===== src/rtl/stream_rx_buffer.sv =====
// stream_rx_buffer
// Receive-side elastic buffer behind the 3-stage data/valid delay pipeline.
// The upstream stream is valid-only and cannot be stalled, so the buffer absorbs
// bursts in a first-word-fall-through FIFO. It re-presents the words as a
// valid/ready stream. Words that arrive while the FIFO is full are dropped.
// Each drop sets the sticky overflow flag and increments a saturating counter.

module stream_rx_buffer #(
    parameter int DATA_W = 32,
    parameter int DEPTH  = 8,
    parameter int CNT_W  = 16
) (
    input  logic                     clk,
    input  logic                     reset_n,

    input  logic [DATA_W-1:0]        in_data,
    input  logic                     in_vld,

    output logic [DATA_W-1:0]        out_data,
    output logic                     out_vld,
    input  logic                     out_rdy,

    output logic [$clog2(DEPTH):0]   level,
    output logic                     full,
    output logic                     empty,

    output logic                     overflow,
    output logic [CNT_W-1:0]         drop_cnt,
    input  logic                     clr_stat
);

    // Address bits index the storage. The extra pointer MSB is a wrap bit, so
    // that full and empty can be told apart when the address bits are equal.
    localparam int AW    = $clog2(DEPTH);
    localparam int PTR_W = AW + 1;

    localparam logic [PTR_W-1:0] PTR_ONE = {{(PTR_W-1){1'b0}}, 1'b1};
    localparam logic [CNT_W-1:0] CNT_ONE = {{(CNT_W-1){1'b0}}, 1'b1};
    localparam logic [CNT_W-1:0] CNT_MAX = {CNT_W{1'b1}};

    logic [DATA_W-1:0] mem_q [DEPTH];

    logic [PTR_W-1:0]  wr_ptr_q, wr_ptr_d;
    logic [PTR_W-1:0]  rd_ptr_q, rd_ptr_d;
    logic              overflow_q, overflow_d;
    logic [CNT_W-1:0]  drop_cnt_q, drop_cnt_d;

    logic              ptr_msb_diff;
    logic              ptr_addr_eq;
    logic              empty_w;
    logic              full_w;
    logic              pop;
    logic              push;
    logic              drop;

    // Status derived purely from the registered pointers
    always_comb begin
        ptr_msb_diff = wr_ptr_q[PTR_W-1] ^ rd_ptr_q[PTR_W-1];
        ptr_addr_eq  = (wr_ptr_q[AW-1:0] == rd_ptr_q[AW-1:0]);
        empty_w      = (wr_ptr_q == rd_ptr_q);
        full_w       = ptr_msb_diff && ptr_addr_eq;
    end

    // Transfer qualifiers: a pop in the same cycle frees a slot, so a full
    // FIFO still accepts a word. A pop needs a valid head, so an empty FIFO
    // never pops in the cycle of its first push.
    always_comb begin
        pop  = !empty_w && out_rdy;
        push = in_vld && (!full_w || pop);
        drop = in_vld && full_w && !pop;
    end

    // Next-state for the pointers and the loss statistics
    always_comb begin
        wr_ptr_d   = wr_ptr_q;
        rd_ptr_d   = rd_ptr_q;
        overflow_d = overflow_q;
        drop_cnt_d = drop_cnt_q;

        if (push) begin
            wr_ptr_d = wr_ptr_q + PTR_ONE;
        end
        if (pop) begin
            rd_ptr_d = rd_ptr_q + PTR_ONE;
        end

        if (clr_stat) begin
            overflow_d = 1'b0;
            drop_cnt_d = '0;
        end

        // A drop in the same cycle as a clear is still recorded, so that no
        // loss can be hidden by a poorly timed clear.
        if (drop) begin
            overflow_d = 1'b1;
            if (clr_stat) begin
                drop_cnt_d = CNT_ONE;
            end else if (drop_cnt_q != CNT_MAX) begin
                drop_cnt_d = drop_cnt_q + CNT_ONE;
            end
        end
    end

    // Pointer and statistics registers; reset discards all buffered words
    always_ff @(posedge clk or negedge reset_n) begin
        if (!reset_n) begin
            wr_ptr_q   <= '0;
            rd_ptr_q   <= '0;
            overflow_q <= 1'b0;
            drop_cnt_q <= '0;
        end else begin
            wr_ptr_q   <= wr_ptr_d;
            rd_ptr_q   <= rd_ptr_d;
            overflow_q <= overflow_d;
            drop_cnt_q <= drop_cnt_d;
        end
    end

    // Storage write. No reset is needed because an entry is only read after it
    // has been written.
    always_ff @(posedge clk) begin
        if (push) begin
            mem_q[wr_ptr_q[AW-1:0]] <= in_data;
        end
    end

    // Head-of-FIFO presentation, forced to zero when empty
    always_comb begin
        out_data = '0;
        if (!empty_w) begin
            out_data = mem_q[rd_ptr_q[AW-1:0]];
        end
    end

    // The pointer difference gives the level directly, 0..DEPTH
    always_comb begin
        out_vld  = !empty_w;
        empty    = empty_w;
        full     = full_w;
        level    = wr_ptr_q - rd_ptr_q;
        overflow = overflow_q;
        drop_cnt = drop_cnt_q;
    end

endmodule


===== config.mk =====
export PLATFORM = sky130hd
export DESIGN_NAME = stream_rx_buffer
export DESIGN_NICKNAME = d
export VERILOG_FILES = /design/src/rtl/stream_rx_buffer.sv
export SDC_FILE = /design/constraint.sdc
export NUM_CORES = 1
export LEC_CHECK = 0
export ABC_AREA = 1
export CELL_PAD_IN_SITES_DETAIL_PLACEMENT = 2
export CELL_PAD_IN_SITES_GLOBAL_PLACEMENT = 2
export CORE_MARGIN = 10
export CORE_UTILIZATION = 30
export CTS_CLUSTER_DIAMETER = 150
export CTS_CLUSTER_SIZE = 20
export DETAILED_ROUTE_END_ITERATION = 7
export PLACE_DENSITY_LB_ADDON = 0.1
export SLEW_MARGIN = 20
export SYNTH_ARGS = -nofsm -noshare
export SYNTH_HDL_FRONTEND = slang
export SYNTH_SLANG_ARGS = --single-unit

===== constraint.sdc =====
create_clock -name clk -period 8.51 [get_ports clk]
set_clock_uncertainty 0.15 [all_clocks]
set_input_delay 2.553 -clock clk [delete_from_list [all_inputs] [get_ports clk]]
set_output_delay 2.553 -clock clk [all_outputs]
set_load 0.05 [all_outputs]

==> results of run 1 <==
power by group:
| part | internal [uW] | leakage, uW | total (uW) | switching (uW) |
|---|---|---|---|---|
| logic | 750 | 0.00163 | 2580 | 1830 |
| registers | 1720 | 0.00265 | 1860 | 144 |
| clock network | 414 | 0.000253 | 879 | 464 |
critical path, delay by kind of cell (launching register included):
family	cells	cell delay (ns)
adders and majority gates	1	0.37
AOI/OAI and AO/OA	1	0.11
and+or+nand+nor	3	0.30
buffers and inverters	4	1.89
DFF	1	0.98
sequential cells by signal, indices dropped and copies added, names as in the netlist:
signal and cells:
mem_q 256, drop_cnt 16, rd_ptr_q 4, wr_ptr_q 4, overflow 1
through the flow:
stage	setup WS, ns	util, %
finish	1.61	35.4
global route	1.28	35.4
CTS	1.46	35.4
detailed placement	2.02	34.0
global placement	2.00	34.0
floorplan	3.00	-
cell families (layout without fill, tap and decap cells):
group / Yosys count / after routing
AOI/OAI and AO/OA: 233 / 233
xor gates and xnor gates: 9 / 9
adders and majority gates: 7 / 7
buffers and inverters: 95 / 173
DFF: 281 / 281
and+or+nand+nor: 349 / 349
per-layer routing:
| metal | up-vias | GRT usage (%) | part of all wire [%] |
|---|---|---|---|
| met2 | 67 | 24.5 | 50 |
| met1 | 3943 | 18.0 | 46 |
| met3 | 24 | 2.07 | 2.8 |
| li1 | 3587 | - | - |
| met5 | - | 0 | 0 |
| met4 | 0 | 2.03 | 0.94 |
worst max-delay path by stage:
stage | end | slack (ns)
global placement | out_data[15] | 2.00
floorplan | out_data[23] | 3.00
finish | out_data[15] | 1.61
global route | out_data[23] | 1.28
CTS | out_data[15] | 1.46
detailed placement | out_data[15] | 2.02
cells in the mapped netlist:
library cell	n
nand2_4	1
o21ai_0	110
ha_1	6
xor2_1	6
nand2_1	68
buf_1	4
buf_4	5
o21ai_1	57
nand3_2	1
nor3_2	1
dfrtp_1	25
a21oi_1	2
xnor2_1	3
nand4_1	8
nor2_2	4
buf_2	14
nor2_4	3
buf_6	2
clkbuf_8	1
nor3_1	1
edfxtp_1	256
buf_8	1
clkbuf_1	28
nand3_1	19
o22ai_1	64
nor2_8	1
nand2_2	4
nor2_1	236
inv_2	3
nand3_4	1
fa_1	1
inv_1	37
or2_2	1
layout make-up:
class | count | area, sq um
timing repair buffer | 108 | 1050
multi-input combinational | 598 | 2930
tap | 518 | 648
clock inverter | 1 | 20.0
sequential | 281 | 8320
inverter | 40 | 153
clock buffer | 24 | 495
fill | 4056 | 24900
==> results.sh, run 1 <==
export IMPL_dr_pass1_iters=4
export IMPL_drt_drc_violations_left=0
export IMPL_finalSetupViolations=0
export IMPL_layout_commonest_cell="edfxtp_1"
export IMPL_dp_hpwl_mm=19.3
export IMPL_startpoint_type="register"
export IMPL_fin_nets=1091
export IMPL_synth_area_leaders="edfxtp_1 (66%), nor2_1 (7.6%), dfrtp_1 (5.4%)"
export IMPL_cp_max_fo=34
export IMPL_avgViaCountPerCell=4.85
export IMPL_design_area_sq_um=13600
export IMPL_drt_iter0_markers=322
export IMPL_grt_start_max_net_pins=93
export IMPL_synthMuxAreaShare_pct=0
export IMPL_most_common_layout_cells="edfxtp_1 (256), nor2_1 (229), o21ai_0 (110)"
export IMPL_grt_first_pass_wirelength_mm=51.3
export IMPL_hold_depth=2
export IMPL_cts_tree="built"
export IMPL_cts_max_path_buffers=3
export IMPL_status="finished clean"
export IMPL_cp_slowest_stage_delay_ns=0.98
export IMPL_crit_start="rd_ptr_q[2]"
export IMPL_hold_slack_ns=0.348
export IMPL_r2r_end="mem_q[6][26]"
export IMPL_synth_top_area_cell="edfxtp_1"
export IMPL_final_cells=1570
export IMPL_core_area_sq_um=38500
export IMPL_die_y_microns=217
export IMPL_maxCapViolations=0
export IMPL_die_x_microns=217
export IMPL_grt_overflow=0
export IMPL_worst_r2r_cell_count=10
export IMPL_clock_fmax_ghz=0.145
export IMPL_antenna_found_initial=0
export IMPL_synth_top_family_by_area="simple AND/OR/NAND/NOR gates"
export IMPL_setup_tns_ns=0
export IMPL_diodes=0
export IMPL_cts_resized_gates=0
export IMPL_wirelength_mm=33.3
export IMPL_rows=72
export IMPL_slowest_stage="dfrtp_2"
export IMPL_areaGrowthSynthToFinish_pct=17.2
export IMPL_cts_hold_buffers=0
export IMPL_syn_area_sq_um=11600
export IMPL_synth_distinct_cells=33
export IMPL_grt_pass1_vias=8181
export IMPL_avgRoutedWirePerCell_microns=21.2
export IMPL_rsz0062_at_grt="no"
export IMPL_cts_setup_buffers=0
export IMPL_rr_startpoint="rd_ptr_q[2]"
export IMPL_yosys_area_share_xor_xnor_pct=0.679
export IMPL_crit_path_end_kind="primary output"
export IMPL_crit_arrival_ns=4.19
export IMPL_clk_pin_slew_ns=0.10
export IMPL_slew_violations=0
export IMPL_cts_made_buffers=18
export IMPL_ir_drop_uv=245
export IMPL_hp_class="reg2reg"
export IMPL_synth_compound_area_share_pct=10.7
export IMPL_gp_congestion=0.680
export IMPL_postSynthAreaPerCell_sq_um=11.9
export IMPL_die_area_sq_um=47000
export IMPL_r2r_slack_ns=4.72
export IMPL_crit_type="reg2out"
export IMPL_total_power_uw=5320
export IMPL_path_cells="inv_2 > ha_1 > nand3_1 > nor2_1 > inv_1 > buf_4 > o21ai_1 > nor2_1 > clkdlybuf4s50_1"
export IMPL_place_area_sq_um=13100
export IMPL_syn_nets=1018
export IMPL_clock_latency_ns=0.52
export IMPL_ys_seq_area_share_pct=71.6
export IMPL_ios=93
export IMPL_worstPathRequired_ns=5.81
export IMPL_synth_seq_cells=281
export IMPL_min_delay_start="overflow"
export IMPL_slew_headroom_pct=33.2
export IMPL_synth_top_area_share_pct=66.2
export IMPL_hold_viol=0
export IMPL_period_share_pct=81.0
export IMPL_worstMarginPinSlew_ns=1.00
export IMPL_dp_cells=1544
export IMPL_start_util_pct=30.2
export IMPL_root_buffer="clkbuf_16"
export IMPL_h_tree_depth=1
export IMPL_antenna_left=0
export IMPL_path_common_cell="nor2_1"
export IMPL_synth_fa_ha_area_share_pct=0.819
export IMPL_yosys_warnings=0
export IMPL_dr_total_vias=7621
export IMPL_grtUsageTotal_pct=13.9
export IMPL_synthSimpleGateAreaFrac_pct=12.5
export IMPL_cts_sinks=281
export IMPL_period_needed_ns=6.90
export IMPL_drive_gt1_share_pct=6.46
export IMPL_netlist_instances=974
export IMPL_power_density_nw_per_um2=391
export IMPL_worstHoldEndpoint="overflow"
export IMPL_p_leak_uw=0.00453
export IMPL_portBuffers=92
(Power assumes the default switching activity.)
==> run 2: changes to the inputs <==
clock period = 5.6 ns   (was 8.51 ns; I/O delays follow)
==> run 2 against run 1 <==
Wire length grew 1.2%. Sequential share of layout area shrank 1.7 points. Non-clock buffer count grew 6. Register-to-register slack lost 2.3 ns. Clock-buffer cell count is the same. Die area is the same. Via count grew 2.4%. Combinational power grew 86%. Global-route usage grew 0.40 points. Critical endpoint is now level[1]. Highest routed layer is now met5.
==> results.sh, run 2 (synthesized netlist as in run 1, its figures left out) <==
export IMPL_status="finished clean"
export IMPL_p_leak_uw=0.00475
export IMPL_fin_ws_ns=0.827
export IMPL_power_density_nw_per_um2=633
export IMPL_die_y_microns=217
export IMPL_rsz0062_at_grt="no"
export IMPL_hold_viol=0
export IMPL_crit_type="reg2out"
export IMPL_drive_gt1_share_pct=10.1
export IMPL_core_area_sq_um=38500
export IMPL_cts_tree="built"
export IMPL_slew_headroom_pct=42.9
export IMPL_clock_fmax_ghz=0.210
export IMPL_cts_max_path_buffers=3
export IMPL_crit_path_end_kind="primary output"
export IMPL_largest_reg_flops=256
export IMPL_worstPathBufferInverterCount=3
export IMPL_fin_nets=1097
export IMPL_layout_commonest_cell="edfxtp_1"
export IMPL_portBuffers=92
export IMPL_maxCapViolations=0
export IMPL_areaGrowthSynthToFinish_pct=20.6
export IMPL_cts_setup_buffers=0
export IMPL_cp_max_fo=67
export IMPL_crit_family="buffers and inverters"
export IMPL_drt_iter0_markers=366
export IMPL_clk_pin_slew_ns=0.10
export IMPL_root_buffer="clkbuf_16"
export IMPL_worstMarginPinSlew_ns=0.856
export IMPL_slew_violations=0
export IMPL_dp_slack_ns=1.27
export IMPL_antenna_found_initial=1
export IMPL_avgViaCountPerCell=4.95
export IMPL_cp_slowest_stage_delay_ns=0.79
export IMPL_crit_arrival_ns=2.94
export IMPL_start_util_pct=30.2
export IMPL_grt_start_max_net_pins=68
export IMPL_cts_sinks=281
export IMPL_cts_resized_gates=0
export IMPL_rows=72
export IMPL_finalSetupViolations=0
export IMPL_clock_latency_ns=0.51
export IMPL_diodes=0
export IMPL_antenna_left=0
export IMPL_cts_made_buffers=18
export IMPL_grt_pass1_vias=8661
export IMPL_dr_total_vias=7805
export IMPL_grtUsageTotal_pct=14.3
export IMPL_avgRoutedWirePerCell_microns=21.4
export IMPL_setup_tns_ns=0
export IMPL_drt_drc_violations_left=0
export IMPL_path_cells="buf_4 > fa_1 > inv_1 > clkdlybuf4s50_1"
export IMPL_period_share_pct=85.2
export IMPL_grt_first_pass_wirelength_mm=53.1
export IMPL_ir_drop_uv=366
export IMPL_hp_class="reg2reg"
export IMPL_wirelength_mm=33.7
export IMPL_die_x_microns=217
export IMPL_ios=93
export IMPL_h_tree_depth=1
export IMPL_most_common_layout_cells="edfxtp_1 (256), nor2_1 (229), o21ai_0 (110)"
export IMPL_gp_congestion=0.690
export IMPL_dp_hpwl_mm=19.7
export IMPL_grt_overflow=0
export IMPL_cts_hold_buffers=0
export IMPL_period_needed_ns=4.77
export IMPL_slowest_stage="clkdlybuf4s50_1"
export IMPL_worstPathRequired_ns=3.77
export IMPL_dr_pass1_iters=5
export IMPL_die_area_sq_um=47000
export IMPL_startpoint_type="register"
-- run 2: cell count changes in the layout (fill, tap and decap cells not counted) --
cell,previous run,this run
buf_12,0,35
clkdlybuf4s50_1,92,59
buf_4,15,20
buf_8,1,0
-- run 2: final cells by class --
type / count / area (sq um)
inverter: 40 / 153
tap: 518 / 648
multi-input combinational: 598 / 2930
clock inverter: 1 / 20.0
timing repair buffer: 114 / 1440
sequential: 281 / 8320
clock buffer: 24 / 495
fill: 4050 / 24500
-- run 2: metrics by stage --
step                instances  utilization (%)  cell area [sq um]  hold slack (ns)  total power [uW]
finish                   1576             36.4              14000            0.350              8870
global route             1576             36.4              14000            0.391              9420
CTS                      1576             36.4              14000            0.347              9060
detailed placement       1551             35.1              13500            0.320              7690
global placement         1551             35.1              13500            0.315              7640
floorplan                 974                -              11600            0.313              5450
-- run 2: final timing paths --
kind | slack (ns) | end | cells past startpoint | from
hold / removal | 0.35 | overflow | 2 | overflow
setup reg to reg | 2.41 | mem_q[2][14] | 9 | rd_ptr_q[0]
min in group asynchronous | 1.40 | overflow | 2 | reset_n
hold reg to reg | 0.35 | overflow | 2 | overflow
setup / recovery | 0.83 | level[1] | 4 | rd_ptr_q[1]
max in group asynchronous | 3.56 | rd_ptr_q[0] | 2 | reset_n
-- run 2: worst reg2reg max path, cell delays in order, from the launching register on --
cell and delay, ns:
dfrtp_4 0.62, ha_1 0.36, inv_1 0.12, nor2_4 0.06
nand3_4 0.11, nand2_1 0.13, inv_1 0.16, nand2_1 0.27
nor2_4 0.37, buf_4 0.46
-- run 2: per-layer routing --
metal	vias to the layer above	GRT usage, %	wire, microns
met2	87	25.0	16800
met1	4079	18.7	15400
met5	-	0	7
met4	2	2.38	427
li1	3605	-	-
met3	32	2.04	1080
-- run 2: power breakdown --
| part | switching [uW] | total, uW | internal (uW) |
|---|---|---|---|
| clock | 707 | 1340 | 630 |
| sequential | 109 | 2720 | 2610 |
| combinational | 3090 | 4810 | 1730 |
==> run 3: changes to the inputs <==
clock period = 5.23 ns   (was 5.6 ns; I/O delays follow)
==> run 3 against run 2 <==
Combinational power up 6.0%. Worst hold slack worse by 0.0037 ns. Final area up 0.33%. Wire length up 1.1%. Clock-buffer cell count up 2. Register-to-register slack worse by 0.68 ns. Critical path type unchanged. Critical endpoint is now out_data[5]. Largest power group unchanged.
==> results.sh, run 3 (synthesized netlist as in run 1, its figures left out) <==
export IMPL_drive_gt1_share_pct=10.5
export IMPL_antenna_found_initial=0
export IMPL_grt_first_pass_wirelength_mm=52.7
export IMPL_root_buffer="clkbuf_16"
export IMPL_cp_max_fo=57
export IMPL_total_power_uw=9500
export IMPL_n_fill_cell=4007
export IMPL_power_density_nw_per_um2=676
export IMPL_final_cells=1580
export IMPL_layout_commonest_cell="edfxtp_1"
export IMPL_place_area_sq_um=13500
export IMPL_r2r_end="mem_q[1][6]"
export IMPL_ir_drop_uv=672
export IMPL_cts_setup_buffers=0
export IMPL_cts_made_buffers=18
export IMPL_cts_tree="built"
export IMPL_clock_latency_ns=0.52
export IMPL_min_delay_start="overflow"
export IMPL_avgRoutedWirePerCell_microns=21.5
export IMPL_crit_arrival_ns=2.98
export IMPL_clock_fmax_ghz=0.213
export IMPL_avgViaCountPerCell=4.92
export IMPL_maxCapViolations=0
export IMPL_grtUsageTotal_pct=14.3
export IMPL_worstPathRequired_ns=3.51
export IMPL_die_area_sq_um=47000
export IMPL_largest_reg_flops=256
export IMPL_multiInputGateArea_sq_um=2930
export IMPL_antenna_left=0
export IMPL_worst_r2r_cell_count=9
export IMPL_start_util_pct=30.2
export IMPL_finalSetupViolations=0
export IMPL_cts_max_path_buffers=3
export IMPL_rows=72
export IMPL_fin_nets=1099
export IMPL_hold_depth=2
export IMPL_slew_violations=0
export IMPL_die_x_microns=217
export IMPL_worstHoldEndpoint="overflow"
export IMPL_design_area_sq_um=14100
export IMPL_status="finished clean"
export IMPL_most_common_layout_cells="edfxtp_1 (256), nor2_1 (229), o21ai_0 (110)"
export IMPL_drt_drc_violations_left=0
export IMPL_gp_congestion=0.722
export IMPL_dr_pass1_iters=4
export IMPL_core_area_sq_um=38500
export IMPL_hold_viol=0
export IMPL_hp_class="reg2reg"
export IMPL_crit_type="reg2out"
export IMPL_grt_start_max_net_pins=67
export IMPL_slew_headroom_pct=46.3
export IMPL_diodes=0
export IMPL_setup_tns_ns=0
export IMPL_r2r_slack_ns=1.73
export IMPL_clk_pin_slew_ns=0.10
export IMPL_grt_overflow=0
export IMPL_startpoint_type="register"
export IMPL_period_share_pct=89.9
export IMPL_die_y_microns=217
export IMPL_p_leak_uw=0.00478
export IMPL_h_tree_depth=1
export IMPL_cts_sinks=281
export IMPL_ios=93
export IMPL_rsz0062_at_grt="no"
export IMPL_cts_resized_gates=0
export IMPL_portBuffers=92
export IMPL_seq_area_sq_um=8320
export IMPL_dp_hpwl_mm=21.0
export IMPL_dp_cells=1553
export IMPL_crit_path_end_kind="primary output"
export IMPL_period_needed_ns=4.70
export IMPL_drt_iter0_markers=418
export IMPL_worstMarginPinSlew_ns=0.804
export IMPL_cts_hold_buffers=0
export IMPL_wirelength_mm=34.0
export IMPL_rr_startpoint="rd_ptr_q[0]"
export IMPL_dr_total_vias=7778
export IMPL_grt_pass1_vias=8546
export IMPL_areaGrowthSynthToFinish_pct=21.0
[run 3: stage by stage]
stage / util, % / setup WS [ns] / hold slack, ns
after global placement: 35.2 / 0.988 / 0.317
after detailed placement: 35.2 / 0.971 / 0.321
after floorplan: - / 0.706 / 0.313
after global routing: 36.5 / 0.277 / 0.398
final: 36.5 / 0.527 / 0.346
after CTS: 36.5 / 0.407 / 0.348
[run 3: worst max-delay path, cell delays in order (launching register included)]
cell     delay [ns]
dfrtp_4        0.74
inv_4          0.51
buf_12         0.25
o21ai_0        0.11
o22ai_1        0.34
o21ai_1        0.10
nor2_1         0.21
buf_12         0.17
[run 3: layer usage]
metal | wire length, microns | GRT usage, % | up-vias
met3 | 879 | 1.82 | 27
met4 | 655 | 3.29 | 0
met2 | 16600 | 24.4 | 84
met1 | 15900 | 18.9 | 4051
li1 | - | - | 3616
met5 | 0 | 0 | -
[run 3: worst max-delay path by stage]
stage                start      endpoint  slack, ns  cells after the start
6_report       rd_ptr_q[0]   out_data[5]       0.53                      7
5_1_grt        rd_ptr_q[0]   out_data[1]       0.28                      8
4_1_cts        rd_ptr_q[0]   out_data[5]       0.41                      7
3_5_place_dp       out_rdy   mem_q[1][9]       0.97                      8
3_3_place_gp       out_rdy   mem_q[2][7]       0.99                      8
2_1_floorplan  rd_ptr_q[2]  out_data[23]       0.71                     10
[run 3: area by class of cell]
class | count | area share, %
inverters | 40 | 1.09
clock buffers | 26 | 3.57
well taps | 518 | 4.61
flip-flops and latches | 281 | 59.2
clock inverters | 1 | 0.142
repair buffers | 116 | 10.5
multi-input cells | 598 | 20.8
[run 3: power breakdown]
part           switching, uW  internal (uW)  total [uW]
Sequential               156           2790        2950
Clock                    765            678        1440
Combinational           3240           1860        5100
